==> src/rtl/reset_seq_gen.sv <==
// reset_seq_gen: staged reset sequencer, optional watchdog via RESET_SEQ_GEN_WDOG_EN
module reset_seq_gen #(
  parameter int NUM_STAGES  = 3,
  parameter int HOLD_CYCLES = 16,
  parameter int STAGE_GAP   = 8,
  parameter int WDOG_CYCLES = 1024
) (
  input  logic                  clk,
  input  logic                  reset,
  input  logic                  pll_locked,
  input  logic                  sw_rst_req,
  input  logic                  wdog_kick,
  output logic [NUM_STAGES-1:0] rst_n_out,
  output logic                  seq_done,
  output logic [1:0]            rst_cause
);
  localparam int CMAX = HOLD_CYCLES > STAGE_GAP ? HOLD_CYCLES : STAGE_GAP;
  localparam int CW = $clog2(CMAX) + 1;
  localparam int SW = $clog2(NUM_STAGES) + 1;
  localparam logic [1:0] HOLD    = 2'd0;
  localparam logic [1:0] RELEASE = 2'd1;
  localparam logic [1:0] RUN     = 2'd2;
  logic [1:0]            sync_q, sync_d;
  logic [1:0]            state_q, state_d;
  logic [CW-1:0]         cnt_q, cnt_d;
  logic [SW-1:0]         stage_q, stage_d;
  logic [NUM_STAGES-1:0] rst_n_q, rst_n_d;
  logic                  seq_done_q, seq_done_d;
  logic [1:0]            cause_q, cause_d;
  logic                  lock_s, abort, wdog_exp;
  assign lock_s = sync_q[1];
`ifdef RESET_SEQ_GEN_WDOG_EN
  localparam int WW = $clog2(WDOG_CYCLES) + 1;
  logic [WW-1:0] wdog_cnt_q, wdog_cnt_d;
  // Watchdog counts unkicked RUN edges; it sits at zero outside RUN so RUN entry starts clean
  always_comb begin
    wdog_exp   = state_q == RUN && wdog_cnt_q == WW'(WDOG_CYCLES - 1) && !wdog_kick;
    wdog_cnt_d = (state_q == RUN && !wdog_kick && !abort) ? wdog_cnt_q + WW'(1) : '0;
  end
  // Watchdog counter register
  always_ff @(posedge clk or posedge reset)
    if (reset) wdog_cnt_q <= '0;
    else       wdog_cnt_q <= wdog_cnt_d;
`else
  logic unused_kick;
  assign unused_kick = wdog_kick;
  assign wdog_exp    = 1'b0;
`endif
  // Sequencer next-state: abort dominates, otherwise hold-count or stage-by-stage release
  always_comb begin
    sync_d     = {sync_q[0], pll_locked};
    state_d    = state_q;
    cnt_d      = cnt_q;
    stage_d    = stage_q;
    rst_n_d    = rst_n_q;
    seq_done_d = seq_done_q;
    cause_d    = cause_q;
    abort      = state_q != HOLD && (!lock_s || sw_rst_req || wdog_exp);
    if (abort) begin
      state_d    = HOLD;
      cnt_d      = '0;
      stage_d    = '0;
      rst_n_d    = '0;
      seq_done_d = 1'b0;
      cause_d    = !lock_s ? 2'd1 : sw_rst_req ? 2'd2 : 2'd3;
    end else if (state_q == HOLD) begin
      if (!lock_s || sw_rst_req) cnt_d = '0;
      else if (cnt_q == CW'(HOLD_CYCLES - 1)) begin
        cnt_d      = '0;
        stage_d    = SW'(1);
        rst_n_d[0] = 1'b1;
        state_d    = NUM_STAGES == 1 ? RUN : RELEASE;
        seq_done_d = NUM_STAGES == 1;
      end else cnt_d = cnt_q + CW'(1);
    end else if (state_q == RELEASE) begin
      if (cnt_q == CW'(STAGE_GAP - 1)) begin
        cnt_d      = '0;
        stage_d    = stage_q + SW'(1);
        rst_n_d    = rst_n_q | (NUM_STAGES'(1) << stage_q);
        state_d    = stage_q == SW'(NUM_STAGES - 1) ? RUN : RELEASE;
        seq_done_d = stage_q == SW'(NUM_STAGES - 1);
      end else cnt_d = cnt_q + CW'(1);
    end
  end
  // Sequencer and synchronizer registers; outputs come straight from flops
  always_ff @(posedge clk or posedge reset)
    if (reset) begin
      sync_q     <= '0;
      state_q    <= HOLD;
      cnt_q      <= '0;
      stage_q    <= '0;
      rst_n_q    <= '0;
      seq_done_q <= 1'b0;
      cause_q    <= 2'd0;
    end else begin
      sync_q     <= sync_d;
      state_q    <= state_d;
      cnt_q      <= cnt_d;
      stage_q    <= stage_d;
      rst_n_q    <= rst_n_d;
      seq_done_q <= seq_done_d;
      cause_q    <= cause_d;
    end
  assign rst_n_out = rst_n_q;
  assign seq_done  = seq_done_q;
  assign rst_cause = cause_q;
endmodule
==> config.mk <==
export PLATFORM = sky130hd
export DESIGN_NAME = reset_seq_gen
export DESIGN_NICKNAME = d
export VERILOG_FILES = /design/src/rtl/reset_seq_gen.sv
export SDC_FILE = /design/constraint.sdc
export NUM_CORES = 1
export LEC_CHECK = 0
export ABC_AREA = 1
export CAP_MARGIN = 20
export CORE_MARGIN = 2
export CORE_UTILIZATION = 49
export DETAILED_ROUTE_END_ITERATION = 7
export MAX_ROUTING_LAYER = met4
export PLACE_DENSITY = 0.73
export SETUP_SLACK_MARGIN = 0.4
export SLEW_MARGIN = 5
export SYNTH_ARGS = -nofsm -noshare
export SYNTH_HDL_FRONTEND = slang
export SYNTH_SLANG_ARGS = --single-unit
==> constraint.sdc <==
create_clock -name clk -period 1.4 [get_ports clk]
set_clock_uncertainty 0.05 [all_clocks]
set_input_delay 0.28 -clock clk [delete_from_list [all_inputs] [get_ports clk]]
set_output_delay 0.28 -clock clk [all_outputs]
set_load 0.02 [all_outputs]
==> impl_metrics.tcl, run 1 <==
set metrics [dict create \
    synth-edff-count 0 \
    maxSlewViolCount 0 \
    antenna_left 0 \
    hold_ws_ps 238 \
    gp_congestion 0.862 \
    finalHoldViolations 0 \
    ys_types 21 \
    synthesis.nets 148 \
    p_leak_nw 0.770 \
    wl_per_cell_um 11.9 \
    multi_input_area_um2 641 \
    clk_pin_slew_worst_paths_ps 100 \
    critPathMaxFanout 3 \
    wirelength_mm 2.34 \
    drv_cap 0 \
    synth_area_leaders "dfrtp_1 (41%), nand2_1 (18%), ha_1 (8.4%)" \
    clock_sinks 17 \
    cp_cell_sequence "ha_4 -> nand2_4 -> nor2_4 -> ha_4 -> nand3_2 -> nand2_1 -> nand2_1 -> nor2_2 -> nand2_1 -> nand2_1" \
    grt_pass1_vias 905 \
    cp_common_cell "nand2_1" \
    insertedDiodeCount 0 \
    area.sequential_um2 428 \
    violations "setup timing" \
    grt_pass1_wl_mm 3.95 \
    cp_data_arrival_time_ps 1620 \
    die_x_um 50.2 \
    post-route-min-period_ps 1440 \
    synthTopCellsByCount "nand2_1 (49), dfrtp_1 (17), inv_1 (16), nor2_1 (8)" \
    fmaxAchievable_mhz 696 \
    p_per_area_nw_per_um2 642 \
    ys_ff_latch 17 \
    period_share 1.03 \
    num_io_pins 11 \
    die_h_um 50.2 \
    cp_top_family "simple AND/OR/NAND/NOR gates" \
    drive_gt1_frac 0.388 \
    cts_htree_levels 1 \
    nNetsFinal 183 \
    finalSetupTns_ps -117 \
    cts_buffers 3 \
    first_iter_violations 25 \
    placed_area_um2 1250 \
    clockBufferDepth 2 \
    design_area_um2 1470 \
    fin_util 0.744 \
    rows 16 \
    worst-path-stages 10 \
    ir_drop_mv 0.705 \
    critPathCaptureType "register" \
    final-setup-viol-count 6 \
    syn_avg_cell_area_um2 7.68 \
    syn_area_um2 1040 \
    cts_tree "yes" \
    grt_overflow 0 \
    crit_type "register to register" \
    via_per_inst 4.86 \
    r2r_cells 10 \
    core_um2 1980 \
    worst_pin_slew_ps 226 \
    ys_async_sr_fraction 1.00 \
    num_vias 958 \
    drc 0 \
    initial_core_util 0.527 \
    grt_antenna_before_repair 0 \
    synth_top_area_frac 0.407 \
    clock_latency_ps 290 \
    grt_start_max_net_pins 18 \
    firstDrtPassIters 4 \
    synth.most_common_cell "nand2_1" \
    start_kind "register" \
    cpPeakStageDelay_ps 400 \
    synth_seq_area_share 0.407 \
    layout_setup_ws_ps -37.8 \
    dp_hpwl_mm 1.53 \
    rsz0062_at_grt "true" \
    grt_usage 0.212 \
    crit_path_start "cnt_q[0]" \
    yosys_warnings 0 \
    outcome "complete, but fails checks" \
    crit_end "rst_n_out[0]" \
    syn2layout_area_growth_pct 41.1 \
    syn-instance-count 136 \
    relSlewSlack 0.849 \
    synth_flop_cell "dfrtp_1" \
    worstReg2RegStart "cnt_q[0]" \
    hold_path_class "input port to asynchronous set/reset pin" \
    r2r-end "rst_n_out[0]" \
    rrSetupSlack_ps -40 \
    cts_root_buf "clkbuf_4" \
    dieArea_um2 2520 \
    critical_path_required_ps 1580 \
    worst-path-buf-inv 0 \
    io_buffers 9 \
    synth_top_area_cell "dfrtp_1" \
    nFillCells 148 \
    cp_slowest_cell "dfrtp_1" \
]
## what timing repair did
action / 4_1_cts / 5_1_grt
pin swaps: 11 / 5
hold buffers: 0 / 0
endpoints found under the setup margin: 21 / 21
gates resized for setup: 51 / 5
setup buffers: 10 / 5
## worst min-delay path by stage
stage | endpoint | startpoint | cells past startpoint | slack, ps
CTS | rst_n_out[0] | reset | 3 | 240
floorplan | cnt_q[0] | reset | 1 | 160
global route | stage_q[1] | reset | 3 | 270
finish | rst_n_out[0] | reset | 3 | 240
detailed placement | sync_q[1] | sync_q[0] | 0 | 290
global placement | sync_q[1] | sync_q[0] | 0 | 280
## placed cells by master, fill, tap and decap left out, drive strengths merged
cell type / Yosys / layout
or2: 1 / 1
nand3: 8 / 8
clkdlybuf4s50: 0 / 2
nand4: 3 / 3
nor3: 1 / 1
nand3b: 1 / 1
a21oi: 3 / 3
o21ai: 6 / 6
a21o: 2 / 2
inv: 18 / 18
buf: 1 / 28
dlygate4sd2: 0 / 1
nand2: 55 / 55
nor2: 13 / 13
dfrtp: 17 / 17
ha: 7 / 7
clkbuf: 0 / 4
## stage by stage
stage	power, W	cells	setup slack [ps]
3_3_place_gp	0.000652	178	-173
5_1_grt	0.000993	197	-148
4_1_cts	0.000949	192	-74.2
2_1_floorplan	0.000594	136	-17.1
3_5_place_dp	0.000654	178	-186
6_report	0.000947	197	-37.8
## power by group
| group | internal (W) | switching (W) | leakage, nW |
|---|---|---|---|
| clock network | 0.000111 | 0.000154 | 0.0150 |
| logic | 0.0000757 | 0.0000713 | 0.536 |
| registers | 0.000514 | 0.0000213 | 0.219 |
## metal layers
layer,track usage,wire length [µm],share of wire
met4,0.0417,19,0.0081
met1,0.279,1130,0.49
met2,0.346,1130,0.48
met5,-,0,0
met3,0.0357,55,0.024
## logic make-up (layout without fill, tap and decap cells)
logic type	after synthesis	after routing	share of synthesized area
AOI/OAI and AO/OA	11	11	0.0683
adders and majority gates	7	7	0.0838
buffers and inverters	19	53	0.0719
DFF	17	17	0.407
and+or+nand+nor	82	82	0.369
## sequential cells by signal, indices dropped and copies added (netlist names)
signal     count
rst_n_out      3
cnt_q          5
state_q        1
sync_q         2
rst_cause      2
seq_done       1
stage_q        3
## area by class of cell
class	count	share of cell area
timing repair buffer	31	0.185
tap	27	0.0229
inverter	18	0.0492
clock buffer	4	0.0178
sequential	17	0.290
multi-input combinational	100	0.435
## worst min-delay path, delay by kind of cell
kind	cells	cell delay [ps]
buffers and inverters	3	680
Note: power is estimated with default switching activity, not from simulation.
==> inputs of run 2 (changes only) <==
--- a/config.mk
+++ b/config.mk
@@ -5,10 +5,8 @@
 export SDC_FILE = /design/constraint.sdc
 export NUM_CORES = 1
 export LEC_CHECK = 0
-export ABC_AREA = 1
 export CAP_MARGIN = 20
-export CORE_MARGIN = 2
-export CORE_UTILIZATION = 49
+export CORE_UTILIZATION = 48
 export DETAILED_ROUTE_END_ITERATION = 7
 export MAX_ROUTING_LAYER = met4
 export PLACE_DENSITY = 0.73
==> run 2 against run 1 <==
  * The run still ends with setup timing left
  * Routed wire length grew 19%
  * Sequential cell count is the same
  * Die area shrank 14%
  * Largest cell class unchanged
  * Largest power group unchanged
==> impl_metrics.tcl, run 2 <==
set metrics [dict create \
    placed_area_um2 1270 \
    ys_ff_latch 17 \
    violations "setup timing" \
    start_kind "register" \
    layout_setup_ws_ps -397 \
    ys_async_sr_fraction 1.00 \
    via_per_inst 5.86 \
    grt_pass1_vias 875 \
    gp_congestion 0.849 \
    relSlewSlack 0.759 \
    clk_pin_slew_worst_paths_ps 120 \
    first_iter_violations 22 \
    clock_latency_ps 310 \
    rows 15 \
    synth_area_leaders "dfrtp_1 (45%), ha_1 (9.2%), a21oi_1 (4.2%)" \
    p_leak_nw 0.701 \
    largest-register "cnt_q" \
    critical_path_required_ps 1560 \
    post-route-min-period_ps 1800 \
    drv_cap 0 \
    switchingPower_w 0.000221 \
    outcome "complete, but fails checks" \
    syn_area_um2 953 \
    layout_common_cells "buf_4 (28), dfrtp_1 (16), buf_6 (11)" \
    drc 0 \
    insertedDiodeCount 0 \
    crit_end "cnt_q[3]" \
    synth_flop_cell "dfrtp_1" \
    crit_type "register to register" \
    syn2layout_area_growth_pct 55.0 \
    worstReg2RegStart "cnt_q[1]" \
    maxSlewViolCount 0 \
    hold_ws_ps 217 \
    ir_drop_mv 0.730 \
    p_int_w 0.000640 \
    switching_share 0.256 \
    nFillCells 100 \
    largest_reg_flops 5 \
    clock_sinks 17 \
    dieArea_um2 2170 \
    synthesis.nets 109 \
    seq_power_share 0.582 \
    fmaxAchievable_mhz 556 \
    period_share 1.28 \
    r2r-end "cnt_q[3]" \
    grt_usage 0.277 \
    num_io_pins 11 \
    yosys_warnings 0 \
    ys_types 34 \
    crit_path_start "cnt_q[1]" \
    syn-instance-count 97 \
    cp_data_arrival_time_ps 1960 \
    cts_root_buf "clkbuf_4" \
    synth_seq_area_share 0.446 \
    clock_power_share 0.335 \
    grt_overflow 0 \
    wl_per_cell_um 16.7 \
    synth.most_common_cell "dfrtp_1" \
    worst_pin_slew_ps 360 \
    multi_input_area_um2 584 \
    die_x_um 46.6 \
    synthTopCellsByCount "dfrtp_1 (17), a21oi_1 (8), nand2_1 (8), ha_1 (7), inv_1 (7)" \
    grt_antenna_before_repair 0 \
    design_area_um2 1480 \
    cts_tree "yes" \
    initial_core_util 0.529 \
    num_vias 973 \
    core_um2 1800 \
    dp_hpwl_mm 1.73 \
    wirelength_mm 2.77 \
    io_buffers 9 \
    r2r_cells 8 \
    final-setup-viol-count 13 \
    syn_avg_cell_area_um2 9.83 \
    synth-edff-count 0 \
    cts_htree_levels 1 \
    p_comb_frac 0.084 \
    rsz0062_at_grt "true" \
    antenna_left 0 \
    firstDrtPassIters 4 \
    synth_top_area_frac 0.446 \
    drive_gt1_frac 0.468 \
    critPathMaxFanout 4 \
    hold_path_class "input port to asynchronous set/reset pin" \
    p_per_area_nw_per_um2 582 \
    grt_pass1_wl_mm 3.90 \
    critPathCaptureType "register" \
    clockBufferDepth 2 \
    grt_start_max_net_pins 18 \
    area.sequential_um2 427 \
    final_common_cell "buf_4" \
    synth_top_area_cell "dfrtp_1" \
    cts_buffers 3 \
    rrSetupSlack_ps -400 \
    die_h_um 46.6 \
    finalHoldViolations 0 \
    finalSetupTns_ps -2790 \
    nNetsFinal 154 \
]
==> run 2: critical path, stage by stage, from the launching register on <==
cell and delay (ps):
dfrtp_1 410, ha_4 160, nand3_4 70, inv_2 70, ha_4 110, or3b_4 390, o211ai_4 110, nor4_2 50
a211o_1 270
==> run 2: cell type report <==
cell class / count / share of cell area
multi-input cells: 70 / 0.395
well taps: 25 / 0.0212
clock inverters: 1 / 0.00339
clock buffers: 3 / 0.0152
repair buffers: 43 / 0.257
flip-flops and latches: 17 / 0.289
inverters: 7 / 0.0195
==> run 2: worst min-delay path by stage <==
stage,slack (ps),to,from
floorplan,160,cnt_q[0],reset
global placement,280,sync_q[1],sync_q[0]
detailed placement,300,sync_q[1],sync_q[0]
CTS,220,sync_q[0],reset
global route,230,cnt_q[3],reset
finish,220,cnt_q[4],reset
==> run 2: cell families after synthesis <==
| group | Yosys count | synth area share |
|---|---|---|
| and+or+nand+nor | 32 | 0.209 |
| adders and majority gates | 7 | 0.0919 |
| DFF | 17 | 0.446 |
| AOI/OAI and AO/OA | 31 | 0.210 |
| buffers and inverters | 10 | 0.0433 |
==> run 2: routing by layer <==
metal / track usage / part of all wire
met1: 0.341 / 0.42
met2: 0.419 / 0.51
met3: 0.0667 / 0.060
met4: 0.135 / 0.014
met5: - / 0
==> run 2: power groups by stage <==
stage                     Sequential [W]  Clock, W  Combinational, W
final                           0.000501  0.000288         0.0000720
after global routing            0.000501  0.000315         0.0000782
after CTS                       0.000501  0.000292         0.0000634
after detailed placement        0.000510         0         0.0000591
after global placement          0.000510         0         0.0000575
after floorplan                 0.000510         0         0.0000254
==> run 2: stage by stage <==
stage | power, W | utilization | worst slack, ps | instances
3_3_place_gp | 0.000567 | 0.706 | -336 | 149
4_1_cts | 0.000856 | 0.761 | -389 | 158
3_5_place_dp | 0.000569 | 0.706 | -398 | 149
2_1_floorplan | 0.000536 | - | -412 | 97
6_report | 0.000861 | 0.820 | -397 | 166
5_1_grt | 0.000895 | 0.820 | -482 | 166
==> run 2: timing repair <==
action,CTS,global route
hold buffers,0,0
endpoints found under the hold margin,0,0
pin swaps,8,6
setup endpoints to repair,21,21
buffers inserted,5,8
resized for setup,42,11
==> inputs of run 3 (changes only) <==
--- a/config.mk
+++ b/config.mk
@@ -8,6 +8,7 @@
 export CAP_MARGIN = 20
 export CORE_UTILIZATION = 48
 export DETAILED_ROUTE_END_ITERATION = 7
+export GPL_TIMING_DRIVEN = 0
 export MAX_ROUTING_LAYER = met4
 export PLACE_DENSITY = 0.73
 export SETUP_SLACK_MARGIN = 0.4
==> run 3 against run 2 <==
  * The flow still finishes with violations (setup timing)
  * Fmax decreased by 2.8%
  * Clock-buffer cell count up 1
  * Non-clock buffer count increased by 1
  * Die area did not move
  * Core utilization increased by 3.1 points
  * Combinational power fell by 13%
  * Sequential cell count did not move
  * Via count decreased by 0.82%
  * Worst hold slack better by 32 ps
  * Worst setup slack worse by 53 ps
  * Register-to-register slack worse by 50 ps
  * Largest cell class unchanged
  * Largest power group unchanged
==> impl_metrics.tcl, run 3 (synthesis gave the netlist of run 2 again) <==
set metrics [dict create \
    post-route-min-period_ps 1850 \
    finalHoldViolations 0 \
    insertedDiodeCount 0 \
    switching_share 0.244 \
    critical_path_required_ps 1530 \
    final_common_cell "buf_4" \
    p_int_w 0.000636 \
    worst_pin_slew_ps 377 \
    antenna_left 0 \
    final-setup-viol-count 13 \
    maxSlewViolCount 0 \
    r2r-end "rst_n_out[0]" \
    switchingPower_w 0.000205 \
    wirelength_mm 2.97 \
    ir_drop_mv 0.485 \
    start_kind "register" \
    first_iter_violations 35 \
    worstReg2RegStart "cnt_q[1]" \
    grt_usage 0.279 \
    cp_data_arrival_time_ps 1980 \
    grt_pass1_wl_mm 4.02 \
    crit_path_start "cnt_q[1]" \
    violations "setup timing" \
    multi_input_area_um2 607 \
    crit_type "register to register" \
    cts_tree "yes" \
    critPathMaxFanout 4 \
    area.sequential_um2 428 \
    wl_met2_mm 1.47 \
    cts_root_buf "clkbuf_4" \
    fmaxAchievable_mhz 541 \
    p_comb_frac 0.074 \
    core_um2 1800 \
    gp_congestion 0.847 \
    hold_path_class "input port to asynchronous set/reset pin" \
    grt_antenna_before_repair 0 \
    layout_common_cells "buf_4 (22), buf_6 (19), dfrtp_1 (15)" \
    num_vias 965 \
    post-place-ws_ps -526 \
    die_h_um 46.6 \
    initial_core_util 0.529 \
    grt_overflow 0 \
    drive_gt1_frac 0.521 \
    nFillCells 95 \
    nNetsFinal 155 \
    clock_latency_ps 300 \
    drv_cap 0 \
    firstDrtPassIters 4 \
    cpPeakStageDelay_ps 420 \
    rows 15 \
    num_io_pins 11 \
    io_buffers 9 \
    dpl.cell_count 131 \
    cp_slowest_cell "dfrtp_1" \
    cts_buffers 3 \
    p_per_area_nw_per_um2 548 \
    layout_setup_ws_ps -450 \
    clock_sinks 17 \
    top_layer "met4" \
    drc 0 \
    wl_met3_um 163 \
    fin_util 0.851 \
    outcome "complete, but fails checks" \
    dieArea_um2 2170 \
    largest_reg_flops 5 \
    cts_htree_levels 1 \
    placed_area_um2 1140 \
    p_leak_nw 0.705 \
    layout.cells.non_filler 167 \
    cp_cell_sequence "ha_4 -> nand3_4 -> inv_2 -> ha_4 -> buf_4 -> buf_6 -> buf_6 -> buf_6 -> buf_4 -> a21oi_2 -> o21ai_1" \
    dp_hpwl_mm 1.32 \
    critPathCaptureType "register" \
    clockBufferDepth 2 \
    wl_per_cell_um 17.8 \
    grt_pass1_vias 862 \
    r2r_cells 11 \
    design_area_um2 1530 \
    grt_start_max_net_pins 18 \
    rsz0062_at_grt "true" \
    period_share 1.32 \
    drt-met1-wl_mm 1.24 \
    clock_power_share 0.330 \
    relSlewSlack 0.748 \
    clk_pin_slew_worst_paths_ps 100 \
    via_per_inst 5.78 \
    seq_power_share 0.596 \
    rrSetupSlack_ps -450 \
    cp_common_cell "buf_6" \
    largest-register "cnt_q" \
    syn2layout_area_growth_pct 60.9 \
    die_x_um 46.6 \
]
[run 3: cell type report]
| type | count | share of cell area |
|---|---|---|
| tap | 25 | 0.0204 |
| sequential | 17 | 0.279 |
| buffer | 3 | 0.0196 |
| clock buffer | 4 | 0.0171 |
| inverter | 7 | 0.0212 |
| multi-input combinational | 70 | 0.396 |
| timing repair buffer | 41 | 0.247 |
[run 3: repair_timing]
| item | in CTS | in global routing |
|---|---|---|
| hold endpoints to repair | 0 | 0 |
| gates resized for setup | 58 | 9 |
| buffers inserted | 24 | 8 |
| hold buffers | 0 | 0 |
| pin swaps | 12 | 12 |
| endpoints found under the setup margin | 21 | 38 |
[run 3: critical path, delay by kind of cell, from the launching register on]
family / cells / cell delay, ps
buffers and inverters: 6 / 640
DFF: 1 / 420
adders and majority gates: 2 / 340
AOI/OAI and AO/OA: 2 / 190
and+or+nand+nor: 1 / 80
[run 3: metal layers]
metal	vias to the layer above	global-route usage
met3	13	0.0275
met2	45	0.439
li1	440	-
met4	0	0.118
met5	-	-
met1	467	0.363
[run 3: how the worst max path moves through the flow]
stage	depth (start not counted)	slack, ps	end
after floorplan	8	-410	cnt_q[3]
after global placement	8	-510	cnt_q[3]
after detailed placement	8	-530	cnt_q[3]
after CTS	8	-420	cnt_q[3]
after global routing	11	-490	cnt_q[4]
final	11	-450	rst_n_out[0]
[run 3: power by group through the flow]
stage               clock [W]  combinational, W  sequential, W
global placement            0         0.0000410       0.000511
finish               0.000277         0.0000624       0.000501
floorplan                   0         0.0000254       0.000510
CTS                  0.000275         0.0000514       0.000501
detailed placement          0         0.0000416       0.000512
global route         0.000292         0.0000681       0.000502
[run 3: per-stage QoR]
stage               setup TNS, ps  power, W  hold slack [ps]
detailed placement          -2620  0.000553              296
floorplan                    -988  0.000536              156
global route                -5030  0.000862              289
global placement            -2470  0.000552              285
CTS                         -3230  0.000827              320
finish                      -4370  0.000841              248
